[src/rtl/arm_pipe_pkg.sv]
// Shared pipeline constants: forwarding-select encoding and default scoreboard sizing.
package arm_pipe_pkg;

  localparam int DEF_REG_CNT    = 16;
  localparam int DEF_PIPE_DEPTH = 3;

  // EXE operand source encoding
  localparam logic [1:0] FWD_RF  = 2'd0;
  localparam logic [1:0] FWD_MEM = 2'd1;
  localparam logic [1:0] FWD_WB  = 2'd2;

endpackage

[src/rtl/hazard_scoreboard.sv]
// Register-hazard scoreboard: per-register countdown of pending writes, stall and forward selection.
// Build option: define HAZARD_FORWARDING_EN to enable operand forwarding (only load-use stalls).
module hazard_scoreboard
  import arm_pipe_pkg::*;
#(
  parameter int REG_CNT    = DEF_REG_CNT,
  parameter int PIPE_DEPTH = DEF_PIPE_DEPTH,
  parameter int CNT_W      = $clog2(PIPE_DEPTH + 1)
) (
  input  logic                       clk,
  input  logic                       rst,
  input  logic                       id_valid,
  input  logic [$clog2(REG_CNT)-1:0] id_src1,
  input  logic [$clog2(REG_CNT)-1:0] id_src2,
  input  logic                       id_with_src1,
  input  logic                       id_with_src2,
  input  logic                       id_wb_en,
  input  logic                       id_mem_read,
  input  logic [$clog2(REG_CNT)-1:0] id_dest,
  input  logic                       flush,
  input  logic                       mem_stall,
  output logic                       has_hazard,
  output logic [1:0]                 fwd_src1_sel,
  output logic [1:0]                 fwd_src2_sel
);

  localparam int              IDX_W   = $clog2(REG_CNT);
  localparam logic [CNT_W-1:0] DEPTH_C = CNT_W'(PIPE_DEPTH);
  localparam logic [CNT_W-1:0] ONE_C   = CNT_W'(1);

  logic [REG_CNT-1:0][CNT_W-1:0] count_all;
  logic [REG_CNT-1:0]            load_all;
  logic [CNT_W-1:0]              cnt1, cnt2;
  logic                          ld1, ld2;
  logic                          match1, match2;
  logic                          haz1, haz2;
  logic                          issue;

  assign cnt1   = count_all[id_src1];
  assign cnt2   = count_all[id_src2];
  assign ld1    = load_all[id_src1];
  assign ld2    = load_all[id_src2];
  assign match1 = id_valid & id_with_src1 & (cnt1 != '0);
  assign match2 = id_valid & id_with_src2 & (cnt2 != '0);

  // count==1 means the producer is in WB and its write is visible to ID this cycle.
`ifdef HAZARD_FORWARDING_EN
  assign haz1 = match1 & ld1 & (cnt1 == DEPTH_C);
  assign haz2 = match2 & ld2 & (cnt2 == DEPTH_C);
`else
  assign haz1 = match1 & (cnt1 > ONE_C);
  assign haz2 = match2 & (cnt2 > ONE_C);
`endif

  assign has_hazard = (haz1 | haz2) & ~flush;
  assign issue      = id_valid & ~has_hazard & ~flush & ~mem_stall;

  for (genvar r = 0; r < REG_CNT; r++) begin : g_reg
    logic [CNT_W-1:0] cnt_q, cnt_d;
    logic             ld_q, ld_d;

    // A new issue to this register overrides both the decrement and any older pending write.
    always_comb begin
      cnt_d = cnt_q;
      ld_d  = ld_q;
      if (issue && id_wb_en && (id_dest == IDX_W'(r))) begin
        cnt_d = DEPTH_C;
        ld_d  = id_mem_read;
      end else if (!mem_stall && (cnt_q != '0)) begin
        cnt_d = cnt_q - ONE_C;
        if (cnt_d == '0) ld_d = 1'b0;
      end
    end

    always_ff @(posedge clk) begin
      if (!rst) begin
        cnt_q <= '0;
        ld_q  <= 1'b0;
      end else begin
        cnt_q <= cnt_d;
        ld_q  <= ld_d;
      end
    end

    assign count_all[r] = cnt_q;
    assign load_all[r]  = ld_q;
  end

`ifdef HAZARD_FORWARDING_EN
  logic [1:0] fwd1_q, fwd1_d, fwd2_q, fwd2_d;

  function automatic logic [1:0] sel_for(input logic used, input logic [CNT_W-1:0] cnt);
    if (!used)                        return FWD_RF;
    else if (cnt == DEPTH_C)          return FWD_MEM;
    else if (cnt == DEPTH_C - ONE_C)  return FWD_WB;
    else                              return FWD_RF;
  endfunction

  always_comb begin
    fwd1_d = fwd1_q;
    fwd2_d = fwd2_q;
    if (!mem_stall) begin
      fwd1_d = issue ? sel_for(id_with_src1, cnt1) : FWD_RF;
      fwd2_d = issue ? sel_for(id_with_src2, cnt2) : FWD_RF;
    end
  end

  always_ff @(posedge clk) begin
    if (!rst) begin
      fwd1_q <= FWD_RF;
      fwd2_q <= FWD_RF;
    end else begin
      fwd1_q <= fwd1_d;
      fwd2_q <= fwd2_d;
    end
  end

  assign fwd_src1_sel = fwd1_q;
  assign fwd_src2_sel = fwd2_q;
`else
  // Load flags only steer stalls when forwarding exists.
  logic unused_load;
  assign unused_load  = ^load_all;
  assign fwd_src1_sel = FWD_RF;
  assign fwd_src2_sel = FWD_RF;
`endif

endmodule

[config.mk]
export PLATFORM = sky130hd
export DESIGN_NAME = hazard_scoreboard
export DESIGN_NICKNAME = d
export VERILOG_FILES = /design/src/rtl/arm_pipe_pkg.sv /design/src/rtl/hazard_scoreboard.sv
export SDC_FILE = /design/constraint.sdc
export NUM_CORES = 1
export LEC_CHECK = 0
export ABC_CLOCK_PERIOD_IN_PS = 1850
export BUFFER_PORTS_ARGS = -buffer_cell sky130_fd_sc_hd__clkbuf_2
export CAP_MARGIN = 30
export CORE_MARGIN = 3
export CORE_UTILIZATION = 55
export DETAILED_ROUTE_END_ITERATION = 6
export PLACE_DENSITY = 0.84
export SYNTH_ARGS = -nofsm -noshare
export SYNTH_HDL_FRONTEND = slang
export SYNTH_SLANG_ARGS = --single-unit
[constraint.sdc]
create_clock -name clk -period 1.85 [get_ports clk]
set_input_delay 0.185 -clock clk [delete_from_list [all_inputs] [get_ports clk]]
set_output_delay 0.185 -clock clk [all_outputs]
set_load 0.1 [all_outputs]
Word-level counts from Yosys, hierarchy flattened
Index checks and enable logic that the tools add are counted.
{ "classes": {"n_addsub": 16, "order_cmp": 4, "eq_ne": 15, "n_mux": 36, "n_bitwise": 14, "n_reduce_logical": 69} }
{ "op_table": {"columns": ["operator", "count"], "rows": [
  ["2-bit 2-to-1 mux", 34],
  ["2-bit nonzero test", 34],
  ["1-bit logical AND", 33],
  ["4-bit equality test, second input constant", 8],
  ["2-bit by 1-bit subtractor with 2-bit output, second input constant", 16],
  ["2-bit binary-select mux with 4-bit select", 2],
  ["4-bit by 3-bit equality test with 1-bit output, second input constant", 4],
  ["1-bit bitwise AND", 10],
  ["4-bit by 5-bit < comparator with 1-bit output, second input constant", 2],
  ["4-bit by 2-bit equality test with 1-bit output, second input constant", 2],
  ["4-bit by 1-bit equality test with 1-bit output, second input constant", 1],
  ["2-bit by 1-bit > comparator with 1-bit output, second input constant", 2],
  ["4-bit logical NOT", 1],
  ["1-bit inverter", 3],
  ["1-bit logical NOT", 1],
  ["1-bit bitwise OR", 1]
]} }
{ "word_totals": {"ff_bits": 32, "inputBits": 21, "output_inout_bits": 5, "wordCells": 170} }

Longest topological paths before layout
{ "logic_depth": {"word_depth": 14, "depth_mapped": 7, "mapped_depth_nobuf": 6} }

Least setup slack after synthesis
OpenSTA, ideal clock, no wires.
{ "synth_path": {"path_type": "input to output", "from": "input id_src2[1]", "to": "output has_hazard", "arrival_ns": 2.455, "t_required_ns": 1.665, "path_slack_ns": -0.790, "stages": 5, "path_buffers": 1, "path_cell_list": "buf_6 > mux4_2 > nand2b_1 > nand3_1 > a41oi_1"} }
{ "synth_between": {"elab_chain_len": 7, "elab_cells_between_ends": 8, "classes_between": "1 x order compare; 2 x mux; 4 x bitwise; 1 x reduce/logical"} }
{ "synth_lines": {"columns": ["item", "line_no", "rtl"], "rows": [
  ["from (decl)", "hazard_scoreboard.sv:14", "input logic [$clog2(REG_CNT)-1:0] id_src2,"],
  ["2-bit binary-select mux with 4-bit select *", "hazard_scoreboard.sv:40", "assign cnt2 = count_all[id_src2];"],
  ["2-bit 2-to-1 mux (implied by the code) *", "hazard_scoreboard.sv:40", null],
  ["2-bit nonzero test", "hazard_scoreboard.sv:44", "assign match2 = id_valid & id_with_src2 & (cnt2 != '0);"],
  ["1-bit bitwise AND", "hazard_scoreboard.sv:44", null],
  ["1-bit bitwise AND *", "hazard_scoreboard.sv:52", "assign haz2 = match2 & (cnt2 > ONE_C);"],
  ["1-bit bitwise OR *", "hazard_scoreboard.sv:55", "assign has_hazard = (haz1 | haz2) & ~flush;"],
  ["1-bit bitwise AND *", "hazard_scoreboard.sv:55", null],
  ["to (decl)", "hazard_scoreboard.sv:22", "output logic has_hazard,"]
]} }
Mark *: on every way between the ends. The rest lies on a longest branch, timed or not. The select of a mux whose other input is x is not followed.

Worst setup path after layout
{ "layout_path": {"from": "register g_reg[15].cnt_q[1]", "to": "output has_hazard"} }
{ "layout_between": {"elab_chain_len": 7, "elab_cells_between_ends": 14, "classes_between": "2 x order compare; 4 x mux; 6 x bitwise; 2 x reduce/logical"} }
{ "layout_lines": {"columns": ["item", "line_no", "rtl"], "rows": [
  ["from (decl)", "hazard_scoreboard.sv:59", "logic [CNT_W-1:0] cnt_q, cnt_d;"],
  ["from (signal assigned)", "hazard_scoreboard.sv:80", "cnt_q <= cnt_d;"],
  ["2-bit binary-select mux with 4-bit select (on tied branches)", "hazard_scoreboard.sv:39, hazard_scoreboard.sv:40", null],
  ["2-bit 2-to-1 mux (on tied branches)", "hazard_scoreboard.sv:39, hazard_scoreboard.sv:40", null],
  ["2-bit nonzero test (on tied branches)", "hazard_scoreboard.sv:43, hazard_scoreboard.sv:44", null],
  ["1-bit bitwise AND (on tied branches)", "hazard_scoreboard.sv:43, hazard_scoreboard.sv:44", null],
  ["1-bit bitwise AND (on tied branches)", "hazard_scoreboard.sv:51, hazard_scoreboard.sv:52", null],
  ["1-bit bitwise OR *", "hazard_scoreboard.sv:55", null],
  ["1-bit bitwise AND *", "hazard_scoreboard.sv:55", null]
]} }
Marks and branches as above.

==> reports/qor.yml <==
avgViaCountPerCell: 5.655
initial_utilization: 0.5846
max_stage_delay_ns: 0.48
yosysWarnings: 0
p_leak_nw: 0.9379
crit_path_end_kind: "primary output"
cap_viol_max_count: 0
clk_latency_ns: 0.29
drc: 0
slew_violations: 0
synth_cells: 270
final_cell_mix: "40 x nand2_1, 33 x inv_1, 26 x dfxtp_1"
crit_fanout: 3
pin_count: 26
cts_buffer_depth: 2
yosysSeqAreaShare: 0.2927
max_freq_mhz: 537.0
setup_viol: 1
yosysUniqueCellTypes: 32
wl_per_cell_um: 14.78
grt_pass1_vias: 1938
hold_viol: 0
ant_nets: 0
layout_min_cycle_time_ns: 1.862
final.setup.tns_ns: -0.01230
grt_usage: 0.2300
core_area_sq_um: 3744
synth-seq-cells: 32
gr-total-overflow: 0
io_buffers: 20
cts_buffers: 5
dpl.hpwl_mm: 3.672
power_density_nw_per_um2: 918.0
grt_pass1_wl_mm: 8.942
die-area_sq_um: 4771
hold_path_class: "in2reg"
clock_skew_ns: 0.004795
cts_root_buf: "clkbuf_8"
final_nets: 336
drt-total-wl_mm: 5.142
path_buf_inv: 1
layout_commonest_cell: "nand2_1"
tritoncts: "done"
reg.largest.list: "g.cnt_q (32)"
ys.flop_type: "dfxtp_1"
worstPathArrival_ns: 1.68
path_cells: "mux4_2 > nand2b_4 > nand3_2 > a41oi_4 > buf_12"
cp_slowest_cell: "mux4_2"
hold_buffers: 0
crit_family: "multiplexers"
clkSinkCount: 32
status: "finished with violations"
setup_slack_ns: -0.01230
die_w_um: 69.08
worstPathRequired_ns: 1.66
antenna_found_initial: 0
cts.clk_slew.worst_paths_ns: 0.07
gp_congestion: 0.9086
largest-register: "g.cnt_q"
violations: "negative setup slack"
synth_area_per_cell_sq_um: 8.105
area_growth_syn_to_layout_pct: 20.18
pre_cts_ws_ns: -0.02703
synth_edf_count: 0
worstSetupPathType: "reg2out"
diodes: 0
start_kind: "flop"
num_vias: 1968
final_core_util: 0.7025
vdd_drop_max_mv: 0.6811
cts_htree_levels: 2
period_share: 1.007
grt_setup_unrepaired: "yes"
rows: 22
drive_gt1_frac: 0.2333
grt_max_degree: 33
drt_iter0_markers: 116
synth_area_sq_um: 2188
largest_register_ffs: 32
whs_ns: 0.2408
ys_async_sr_fraction: 0
fp.dieH_um: 69.08
dr.pass1.iters: 4
worst reg2reg max path, cell delays in order (launching register included):
cell      delay, ns
dfxtp_2        0.34
mux4_2         0.48
nand2b_4       0.16
a31o_2         0.26
buf_12         0.18
o31ai_1        0.26
power by group:
part	switching (mW)	total, mW	internal (mW)	leakage, nW
sequential	0.0620	0.868	0.806	0.263
clock	0.268	0.743	0.475	0.0645
combinational	0.436	0.803	0.367	0.611
total	0.766	2.41	1.65	0.938
cell families after synthesis:
family,after synthesis,share of synthesized area
simple gates,89,0.1858
compound gates,57,0.1910
buf+inv,50,0.1092
flops,32,0.2927
fa+ha+maj,16,0.09148
xor+xnor,16,0.06403
mux,9,0.06404
other cells,1,0.001714
metal layers:
metal,part of all wire,GRT usage
met1,0.42,0.2897
met4,0.014,0.06508
met5,0,0
met2,0.51,0.3972
met3,0.056,0.04519
Yosys cell counts (4+ instances only):
library cell   n  area, sq um
buf_2          5        25.02
buf_4          4        30.03
buf_6          4        45.04
clkbuf_1       4        15.01
dfxtp_1       32        640.6
ha_1          16        200.2
inv_1         33        123.9
mux2i_1        5        50.05
mux4_2         4        90.09
nand2_1       40        150.1
nand2b_1       4        25.02
nand3_1       11        55.05
nor2_1        20        75.07
nor2b_1        6        37.54
o211ai_1      15        112.6
o21ai_0        4        20.02
o22ai_1        8        50.05
o31ai_1       22        165.2
xnor2_1       16        140.1
metrics by stage:
step           total power [mW]  area (sq um)  instances
6_report                  2.414          2630        348
5_1_grt                   2.567          2630        348
4_1_cts                   2.413          2629        348
3_5_place_dp              1.631          2431        341
3_3_place_gp              1.589          2431        341
2_1_floorplan             1.433          2218        273
timing repair:
item | 4_1_cts | 5_1_grt
cloned | 0 | 0
setup buffers | 2 | 0
gates resized for setup | 17 | 2
pin swaps | 1 | 2
setup endpoints to repair | 1 | 3
worst paths after layout:
kind | start | end | slack (ns) | depth (start not counted)
worst min-delay path | id_dest[0] | g_reg[11].cnt_q[1] | 0.24 | 3
worst max register to register | g_reg[15].cnt_q[1] | g_reg[12].cnt_q[0] | 0.08 | 5
worst max-delay path | g_reg[15].cnt_q[1] | has_hazard | -0.01 | 5
worst min register to register | g_reg[4].cnt_q[1] | g_reg[4].cnt_q[1] | 0.53 | 2
area by class of cell:
cell class	count	area [sq um]
Clock buffer	7	96.34
Sequential cell	32	648.1
Inverter	33	123.9
Clock inverter	1	30.03
Timing Repair Buffer	36	260.3
Fill cell	292	1114
Multi-Input combinational cell	191	1411
Tap cell	48	60.06
(Power assumes the default switching activity.)
